===== src/rtl/rle_symbol_serializer_if.sv =====
// ---------------------------------------------------------------------------
// rle_symbol_serializer_if
//
// Bundles the descriptor input handshake and the symbol output handshake of
// rle_symbol_serializer.
//   in_valid / in_ready      : descriptor handshake (upstream run-length merge)
//   in_left, in_right        : zeros before first / after last nonzero coeff
//   in_flag                  : block has at least one nonzero entry
//   in_array, in_size        : packed {run[13:8], value[7:0]} entries, count
//   out_valid / out_ready    : symbol handshake (Huffman encoder)
//   out_run, out_value       : zero run and two's-complement coefficient
//   out_cat                  : magnitude category 0..8
//   out_eob, out_last        : end-of-block symbol, final symbol of block
// Modports: slave = serializer side, master = producer/consumer side.
// ---------------------------------------------------------------------------
interface rle_symbol_serializer_if #(
    parameter int ENTRY_W     = 14,
    parameter int MAX_ENTRIES = 64
);
    logic                           in_valid;
    logic                           in_ready;
    logic [5:0]                     in_left;
    logic [5:0]                     in_right;
    logic                           in_flag;
    logic [MAX_ENTRIES*ENTRY_W-1:0] in_array;
    logic [5:0]                     in_size;

    logic                           out_valid;
    logic                           out_ready;
    logic [5:0]                     out_run;
    logic [7:0]                     out_value;
    logic [3:0]                     out_cat;
    logic                           out_eob;
    logic                           out_last;

    modport slave (
        input  in_valid, in_left, in_right, in_flag, in_array, in_size, out_ready,
        output in_ready, out_valid, out_run, out_value, out_cat, out_eob, out_last
    );

    modport master (
        output in_valid, in_left, in_right, in_flag, in_array, in_size, out_ready,
        input  in_ready, out_valid, out_run, out_value, out_cat, out_eob, out_last
    );
endinterface


===== src/rtl/rle_symbol_serializer.sv =====
// ---------------------------------------------------------------------------
// rle_symbol_serializer
//
// Accepts one merged 8x8 run-length block descriptor at a time and streams it
// as (run, value, category) symbols, one per accepted output beat, closing the
// block with an EOB symbol when trailing zeros remain.
//
// Ports:
//   clk  : clock, all state on rising edge
//   rst  : asynchronous active-high reset, aborts any block in flight
//   bus  : rle_symbol_serializer_if.slave (descriptor in, symbol out)
//
// Build option:
//   RLE_SER_ZRL_EN : when defined, runs above 15 are split into ZRL (15,0)
//                    symbols so out_run never exceeds 15. When undefined the
//                    ZRL state does not exist and the full 6-bit run is sent.
//
// All out_* signals come straight from flops. Each cycle the flops are loaded
// with the decode of the *next* state, so a stalled beat reloads identical
// values and stays stable while out_valid && !out_ready.
// ---------------------------------------------------------------------------
module rle_symbol_serializer #(
    parameter int ENTRY_W     = 14,
    parameter int MAX_ENTRIES = 64
) (
    input  logic                  clk,
    input  logic                  rst,
    rle_symbol_serializer_if.slave bus
);
    localparam int RUN_W = ENTRY_W - 8;
    localparam int IDX_W = $clog2(MAX_ENTRIES);
`ifdef RLE_SER_ZRL_EN
    // one extra bit so left + run (up to 126) can be compared against 15
    localparam int PEND_W = RUN_W + 1;
`else
    localparam int PEND_W = RUN_W;
`endif

    typedef logic [MAX_ENTRIES-1:0][ENTRY_W-1:0] arr_t;

    typedef enum logic [1:0] {
        IDLE = 2'd0,
        EMIT = 2'd1,
        EOB  = 2'd2
`ifdef RLE_SER_ZRL_EN
        , ZRL = 2'd3
`endif
    } state_t;

    state_t              state_q, state_nx;
    logic [IDX_W-1:0]    idx_q, idx_nx;
    logic [PEND_W-1:0]   pend_q, pend_nx;
    logic [5:0]          right_q, right_nx;
    arr_t                arr_q, arr_sel;
    logic                armed_q;
    logic                in_ready;
    logic                accept;
    logic                hs;

    logic                valid_q, valid_nx;
    logic [RUN_W-1:0]    run_q, run_nx;
    logic [7:0]          value_q, value_nx;
    logic [3:0]          cat_q, cat_nx;
    logic                eob_q, eob_nx;
    logic                last_q, last_nx;

    // Bits needed for |v|; -128 has magnitude 128 and lands in category 8.
    function automatic logic [3:0] cat_of(input logic [7:0] v);
        logic [7:0] mag;
        logic [3:0] c;
        mag = v[7] ? 8'(~v + 8'd1) : v;
        c   = 4'd0;
        for (int b = 0; b < 8; b++) begin
            if (mag[b]) c = 4'(b + 1);
        end
        return c;
    endfunction

    // armed_q keeps in_ready low during reset and until the first edge after it.
    assign in_ready = (state_q == IDLE) && armed_q;
    assign accept   = bus.in_valid && in_ready;
    assign hs       = valid_q && bus.out_ready;

    // Next-state and next-datapath
    always_comb begin
        state_nx = state_q;
        idx_nx   = idx_q;
        pend_nx  = pend_q;
        right_nx = right_q;
        arr_sel  = arr_q;
        case (state_q)
            IDLE: begin
                if (accept) begin
                    arr_sel  = bus.in_array;
                    right_nx = bus.in_right;
                    // size 0 wraps to the top slot, i.e. a full 64-entry block
                    idx_nx   = IDX_W'(bus.in_size - 6'd1);
                    pend_nx  = PEND_W'(bus.in_left)
                             + PEND_W'(arr_sel[idx_nx][ENTRY_W-1:8]);
                    state_nx = bus.in_flag ? EMIT : EOB;
                end
            end
            EMIT: begin
                if (hs) begin
                    if (idx_q == '0) begin
                        state_nx = (right_q != '0) ? EOB : IDLE;
                    end else begin
                        idx_nx   = idx_q - IDX_W'(1);
                        pend_nx  = PEND_W'(arr_q[idx_nx][ENTRY_W-1:8]);
                        state_nx = EMIT;
                    end
                end
            end
`ifdef RLE_SER_ZRL_EN
            ZRL: begin
                if (hs) begin
                    pend_nx  = pend_q - PEND_W'(16);
                    state_nx = EMIT;
                end
            end
`endif
            EOB: begin
                if (hs) state_nx = IDLE;
            end
            default: state_nx = IDLE;
        endcase
`ifdef RLE_SER_ZRL_EN
        // Any coefficient whose pending run is too long goes through ZRL first;
        // a stalled EMIT never trips this since it was entered with run <= 15.
        if (state_nx == EMIT && pend_nx > PEND_W'(15)) state_nx = ZRL;
`endif
    end

    // Output decode of the next state, registered below
    always_comb begin
        valid_nx = 1'b0;
        run_nx   = '0;
        value_nx = '0;
        cat_nx   = '0;
        eob_nx   = 1'b0;
        last_nx  = 1'b0;
        case (state_nx)
            EMIT: begin
                valid_nx = 1'b1;
                run_nx   = RUN_W'(pend_nx);
                value_nx = arr_sel[idx_nx][7:0];
                cat_nx   = cat_of(arr_sel[idx_nx][7:0]);
                last_nx  = (idx_nx == '0) && (right_nx == '0);
            end
`ifdef RLE_SER_ZRL_EN
            ZRL: begin
                valid_nx = 1'b1;
                run_nx   = RUN_W'(15);
            end
`endif
            EOB: begin
                valid_nx = 1'b1;
                eob_nx   = 1'b1;
                last_nx  = 1'b1;
            end
            default: ;
        endcase
    end

    // State register
    always_ff @(posedge clk or posedge rst) begin
        if (rst) state_q <= IDLE;
        else     state_q <= state_nx;
    end

    // Control datapath and registered outputs
    always_ff @(posedge clk or posedge rst) begin
        if (rst) begin
            armed_q <= 1'b0;
            idx_q   <= '0;
            pend_q  <= '0;
            right_q <= '0;
            valid_q <= 1'b0;
            run_q   <= '0;
            value_q <= '0;
            cat_q   <= '0;
            eob_q   <= 1'b0;
            last_q  <= 1'b0;
        end else begin
            armed_q <= 1'b1;
            idx_q   <= idx_nx;
            pend_q  <= pend_nx;
            right_q <= right_nx;
            valid_q <= valid_nx;
            run_q   <= run_nx;
            value_q <= value_nx;
            cat_q   <= cat_nx;
            eob_q   <= eob_nx;
            last_q  <= last_nx;
        end
    end

    // Entry storage needs no reset: it is only read after a fresh accept.
    always_ff @(posedge clk) begin
        if (accept) arr_q <= arr_sel;
    end

    assign bus.in_ready  = in_ready;
    assign bus.out_valid = valid_q;
    assign bus.out_run   = run_q;
    assign bus.out_value = value_q;
    assign bus.out_cat   = cat_q;
    assign bus.out_eob   = eob_q;
    assign bus.out_last  = last_q;
endmodule

===== src/flat_wrapper.sv =====
// flat-port wrapper written by rule: the top's interface ports become plain ports
module rle_symbol_serializer_flat 
#(
    parameter int ENTRY_W     = 14,
    parameter int MAX_ENTRIES = 64
)
  (clk, rst, bus_in_valid, bus_in_left, bus_in_right, bus_in_flag, bus_in_array, bus_in_size, bus_out_ready, bus_in_ready, bus_out_valid, bus_out_run, bus_out_value, bus_out_cat, bus_out_eob, bus_out_last);
  rle_symbol_serializer_if #(.ENTRY_W(ENTRY_W), .MAX_ENTRIES(MAX_ENTRIES)) bus_i ();
  input  logic clk;
  input  logic rst;
  input wire logic [$bits(bus_i.in_valid)-1:0] bus_in_valid;
  input wire logic [$bits(bus_i.in_left)-1:0] bus_in_left;
  input wire logic [$bits(bus_i.in_right)-1:0] bus_in_right;
  input wire logic [$bits(bus_i.in_flag)-1:0] bus_in_flag;
  input wire logic [$bits(bus_i.in_array)-1:0] bus_in_array;
  input wire logic [$bits(bus_i.in_size)-1:0] bus_in_size;
  input wire logic [$bits(bus_i.out_ready)-1:0] bus_out_ready;
  output wire logic [$bits(bus_i.in_ready)-1:0] bus_in_ready;
  output wire logic [$bits(bus_i.out_valid)-1:0] bus_out_valid;
  output wire logic [$bits(bus_i.out_run)-1:0] bus_out_run;
  output wire logic [$bits(bus_i.out_value)-1:0] bus_out_value;
  output wire logic [$bits(bus_i.out_cat)-1:0] bus_out_cat;
  output wire logic [$bits(bus_i.out_eob)-1:0] bus_out_eob;
  output wire logic [$bits(bus_i.out_last)-1:0] bus_out_last;
  assign bus_i.in_valid = bus_in_valid;
  assign bus_i.in_left = bus_in_left;
  assign bus_i.in_right = bus_in_right;
  assign bus_i.in_flag = bus_in_flag;
  assign bus_i.in_array = bus_in_array;
  assign bus_i.in_size = bus_in_size;
  assign bus_i.out_ready = bus_out_ready;
  assign bus_in_ready = bus_i.in_ready;
  assign bus_out_valid = bus_i.out_valid;
  assign bus_out_run = bus_i.out_run;
  assign bus_out_value = bus_i.out_value;
  assign bus_out_cat = bus_i.out_cat;
  assign bus_out_eob = bus_i.out_eob;
  assign bus_out_last = bus_i.out_last;
  rle_symbol_serializer #(.ENTRY_W(ENTRY_W), .MAX_ENTRIES(MAX_ENTRIES)) u_core (.clk(clk), .rst(rst), .bus(bus_i));
endmodule

===== config.mk =====
export PLATFORM = sky130hd
export DESIGN_NAME = rle_symbol_serializer_flat
export DESIGN_NICKNAME = d
export VERILOG_FILES = /design/src/rtl/rle_symbol_serializer_if.sv /design/src/rtl/rle_symbol_serializer.sv /design/src/flat_wrapper.sv
export SDC_FILE = /design/constraint.sdc
export NUM_CORES = 2
export LEC_CHECK = 0
export ABC_AREA = 0
export ABC_CLOCK_PERIOD_IN_PS = 18350
export BUFFER_PORTS_ARGS = -buffer_cell sky130_fd_sc_hd__buf_2
export CAP_MARGIN = 0
export CORE_AREA = 3 3 365 367
export DETAILED_ROUTE_END_ITERATION = 6
export DIE_AREA = 0 0 368 370
export GPL_ROUTABILITY_DRIVEN = 0
export SETUP_SLACK_MARGIN = 0.5
export SYNTH_ARGS = -nofsm -noshare
export SYNTH_HDL_FRONTEND = slang
export SYNTH_SLANG_ARGS = --single-unit

===== constraint.sdc =====
create_clock -name clk -period 18.35 [get_ports clk]
set_input_delay 3.67 -clock clk [delete_from_list [all_inputs] [get_ports clk]]
set_output_delay 3.67 -clock clk [all_outputs]
set_load 0.005 [all_outputs]

==> results by group <==
Pwr
  – Max VDD drop: 0.1882 mV
  – PwrDens: ~160 nW/um2
  – Leak Pwr: 22.77 nW

Setup path
  – Startpoint types: primary input
  – CP Capture Type: flip-flop
  – CP required: 19.00 ns
  – Worst Setup Path Type: primary input to flip-flop
  – CP Data Arrival Time: around 11 ns
  – CP max FO: between 150 and 200

Final layout
  – Layout cells sized above 1: 0.3050
  – Final core utilization: 0.4333
  – Layout area overhead: 21.54%
  – Final non-filler cell total: ~6,600
  – Fill cell count: 12,322
  – # nets final: roughly 5,600
  – Most frequent cells in the layout: nand2_1, buf_2, edfxtp_1, mux4_2, mux2i_1
  – Most common cell after layout, fill and taps aside: nand2_1

Timing
  – Final min period: between 10 and 15 ns
  – Max-slew violations: 0
  – Max Clk Rate: 95.42 MHz
  – TNS Setup: 0 ns
  – Max-slew headroom: 0.08948
  – Fin. Hold Viols: 0
  – RSZ-0062 raised after global routing: false
  – Endpoints failing setup: 0
  – Worst Max-Slew Pin Slew: roughly 1.4 ns
  – Final period utilization: 0.5711
  – Post-Route Skew: approximately 0.042 ns

Clocking
  – Clock Tree Buf Depth: 3
  – Worst-path clk slew: 0.06 ns
  – Clk sinks: about 940
  – CTS Hold Buffers Added: 0
  – Setup bufs post-CTS: 0
  – Cts repair resizes: 0
  – CTS tree: yes
  – Root Buffer: clkbuf_16
  – Htree depth: 3
  – Num CTS Buffers: around 100
  – Clock Latency Late Sink: roughly 0.73 ns

Global routing
  – First-pass GRT wire length: between 200 and 300 mm
  – Aggregate global-route resource usage: 0.2596
  – Largest net degree at the start of global routing: between 150 and 200
  – Antenna violations before repair: approximately 70
  – Total gr overflow: 0
  – Vias in the first global route: 34,454

Floorplan
  – Core Rows: around 130
  – I/O Pins: between 900 and 1,000
  – Initial core utilization: 0.3565
  – Die Ht: around 370 um
  – Die span in x: between 300 and 400 um
  – CORE AREA: 129,800 um2
  – Die Area: 136,200 um2

Run
  – Max Cap Viol: 0

Synthesis
  – Syn Area/Cell: approximately 12 um2
  – Post-Syn Instances: 3,833
  – Synth Net Count: between 4,000 and 5,000
  – Async SR Flop Fraction: 0.04478
  – Library cells used by synthesis: 76
  – Largest cells by area after synthesis: edfxtp_1, nand2_1, mux4_2
  – Sequential cell area fraction in the yosys report: 0.6041
  – Ys flop type: edfxtp_1
  – Synth warn: 0
  – Biggest area consumer among synthesized cells: edfxtp_1
  – FF+latch count, synth: roughly 940
  – Share of the synthesized area in the top cell type: 0.5814
  – Post-synth design cell area: around 46,000 um2
  – Post-synth EDFFs: between 800 and 900

Drt
  – Vias: between 30,000 and 40,000
  – DR iter-0 viols: 3,828
  – Final WL: about 180 mm
  – DRC: 0
  – DR pass1 iterations: 5
  – Post-DR vias/cell: around 5.4
  – Number of nets still failing antenna checks after routing: 0
  – WL per Instance: approximately 28 um

Place
  – Placed cells: approximately 6,300
  – PortBufs: 940
  – Post-DP HPWL: 139.7 mm

Worst hold path
  – Hold WC Path Type: flip-flop to flip-flop

Outcome
  – Status: finished, final reports clean
[layout make-up]
class | count | area (um2) | share of cell area
Antenna cell | 44 | 110.1 | 0.001958
Clock buffer | 129 | 2739 | 0.04870
Clock inverter | 66 | 740.7 | 0.01317
Inverter | 27 | 117.6 | 0.002091
Multi-Input combinational cell | 2625 | 17240 | 0.3065
Sequential cell | 938 | 27960 | 0.4971
Tap cell | 1742 | 2180 | 0.03875
Timing Repair Buffer | 995 | 5161 | 0.09176
[Yosys cell counts (all sizes together) (6+ instances only)]
| cell | instances |
|---|---|
| dfrtp | 42 |
| a221oi | 10 |
| nand3 | 96 |
| ha | 10 |
| a22oi | 12 |
| nand2 | 1585 |
| mux4 | 250 |
| a211oi | 13 |
| a221o | 9 |
| a21oi | 76 |
| a31oi | 16 |
| a22o | 14 |
| a21o | 7 |
| o211ai | 37 |
| o22ai | 15 |
| nand4 | 6 |
| nor3 | 19 |
| clkbuf | 95 |
| nand2b | 13 |
| or4 | 10 |
| and2 | 10 |
| mux2i | 131 |
| o221ai | 8 |
| xnor2 | 16 |
| edfxtp | 896 |
| nor2 | 69 |
| inv | 25 |
| buf | 148 |
| mux2 | 25 |
| o21ai | 88 |
[where the power goes]
part / internal, mW / switching [mW] / total [mW]
Combinational: 1.43 / 2.51 / 3.94
Clock: 1.26 / 0.911 / 2.17
Sequential: 2.81 / 0.113 / 2.92
Total: 5.50 / 3.53 / 9.03
[routing by layer]
| layer | vias to the layer above | GRT usage | part of all wire |
|---|---|---|---|
| li1 | 15781 | - | - |
| met1 | 17610 | 0.3225 | 0.38 |
| met2 | 1915 | 0.4204 | 0.47 |
| met3 | 324 | 0.06935 | 0.094 |
| met4 | 18 | 0.1268 | 0.050 |
| met5 | - | 0 | 0.00057 |
[cell families (layout without fill, tap and decap cells)]
logic type | count (synthesis) | in the layout | synth area share
simple gates | 1842 | 1842 | 0.1580
flops | 938 | 938 | 0.6041
mux | 406 | 406 | 0.1561
compound gates | 348 | 348 | 0.04929
buf+inv | 270 | 1217 | 0.02612
xor+xnor | 17 | 17 | 0.003217
fa+ha+maj | 11 | 11 | 0.003136
other cells | 1 | 45 | 0.00008103
[path summary, 6_finish.rpt]
| check | start | to | slack, ns | cells after the start |
|---|---|---|---|---|
| min in group asynchronous | rst | u_core.bus.out_run[1] | 3.12 | 3 |
| max reg2reg | u_core.state_q[0] | u_core.bus.out_cat[1] | 10.29 | 22 |
| max in group asynchronous | rst | u_core.idx_q[0] | 14.74 | 3 |
| min | u_core.pend_q[1] | u_core.pend_q[1] | 0.48 | 2 |
| max | bus_in_valid | u_core.bus.out_cat[1] | 7.87 | 23 |
| min reg2reg | u_core.pend_q[1] | u_core.pend_q[1] | 0.48 | 2 |
[worst max-delay path, cell delays in order]
cell       delay, ns
buf_2           0.13
nand4bb_4       0.08
buf_4           0.54
inv_8           0.43
buf_12          0.39
buf_4           0.43
a221o_2         0.45
buf_4           0.31
inv_1           0.68
nand2_1         0.62
nor2_1          0.72
a221oi_1        0.22
o211ai_1        0.15
a21bo_2         0.26
a211o_1         0.26
inv_1           0.15
ha_1            0.22
inv_1           0.10
or4_1           0.57
nand2_1         0.12
xnor2_1         0.12
nand4bb_1       0.19
a21boi_1        0.18
[through the flow]
stage / hold WS, ns / cell area [um2] / total power [mW] / worst slack [ns]
2_1_floorplan: 0.4451 / 46280 / 5.604 / 3.986
3_5_place_dp: 0.4676 / 52660 / 6.890 / 7.042
6_report: 0.4831 / 56250 / 9.029 / 7.870
4_1_cts: 0.4856 / 56140 / 9.064 / 7.799
5_1_grt: 0.5135 / 56210 / 9.420 / 7.278
3_3_place_gp: 0.4614 / 52660 / 6.856 / 7.104
Note: power is estimated with default switching activity, not from simulation.
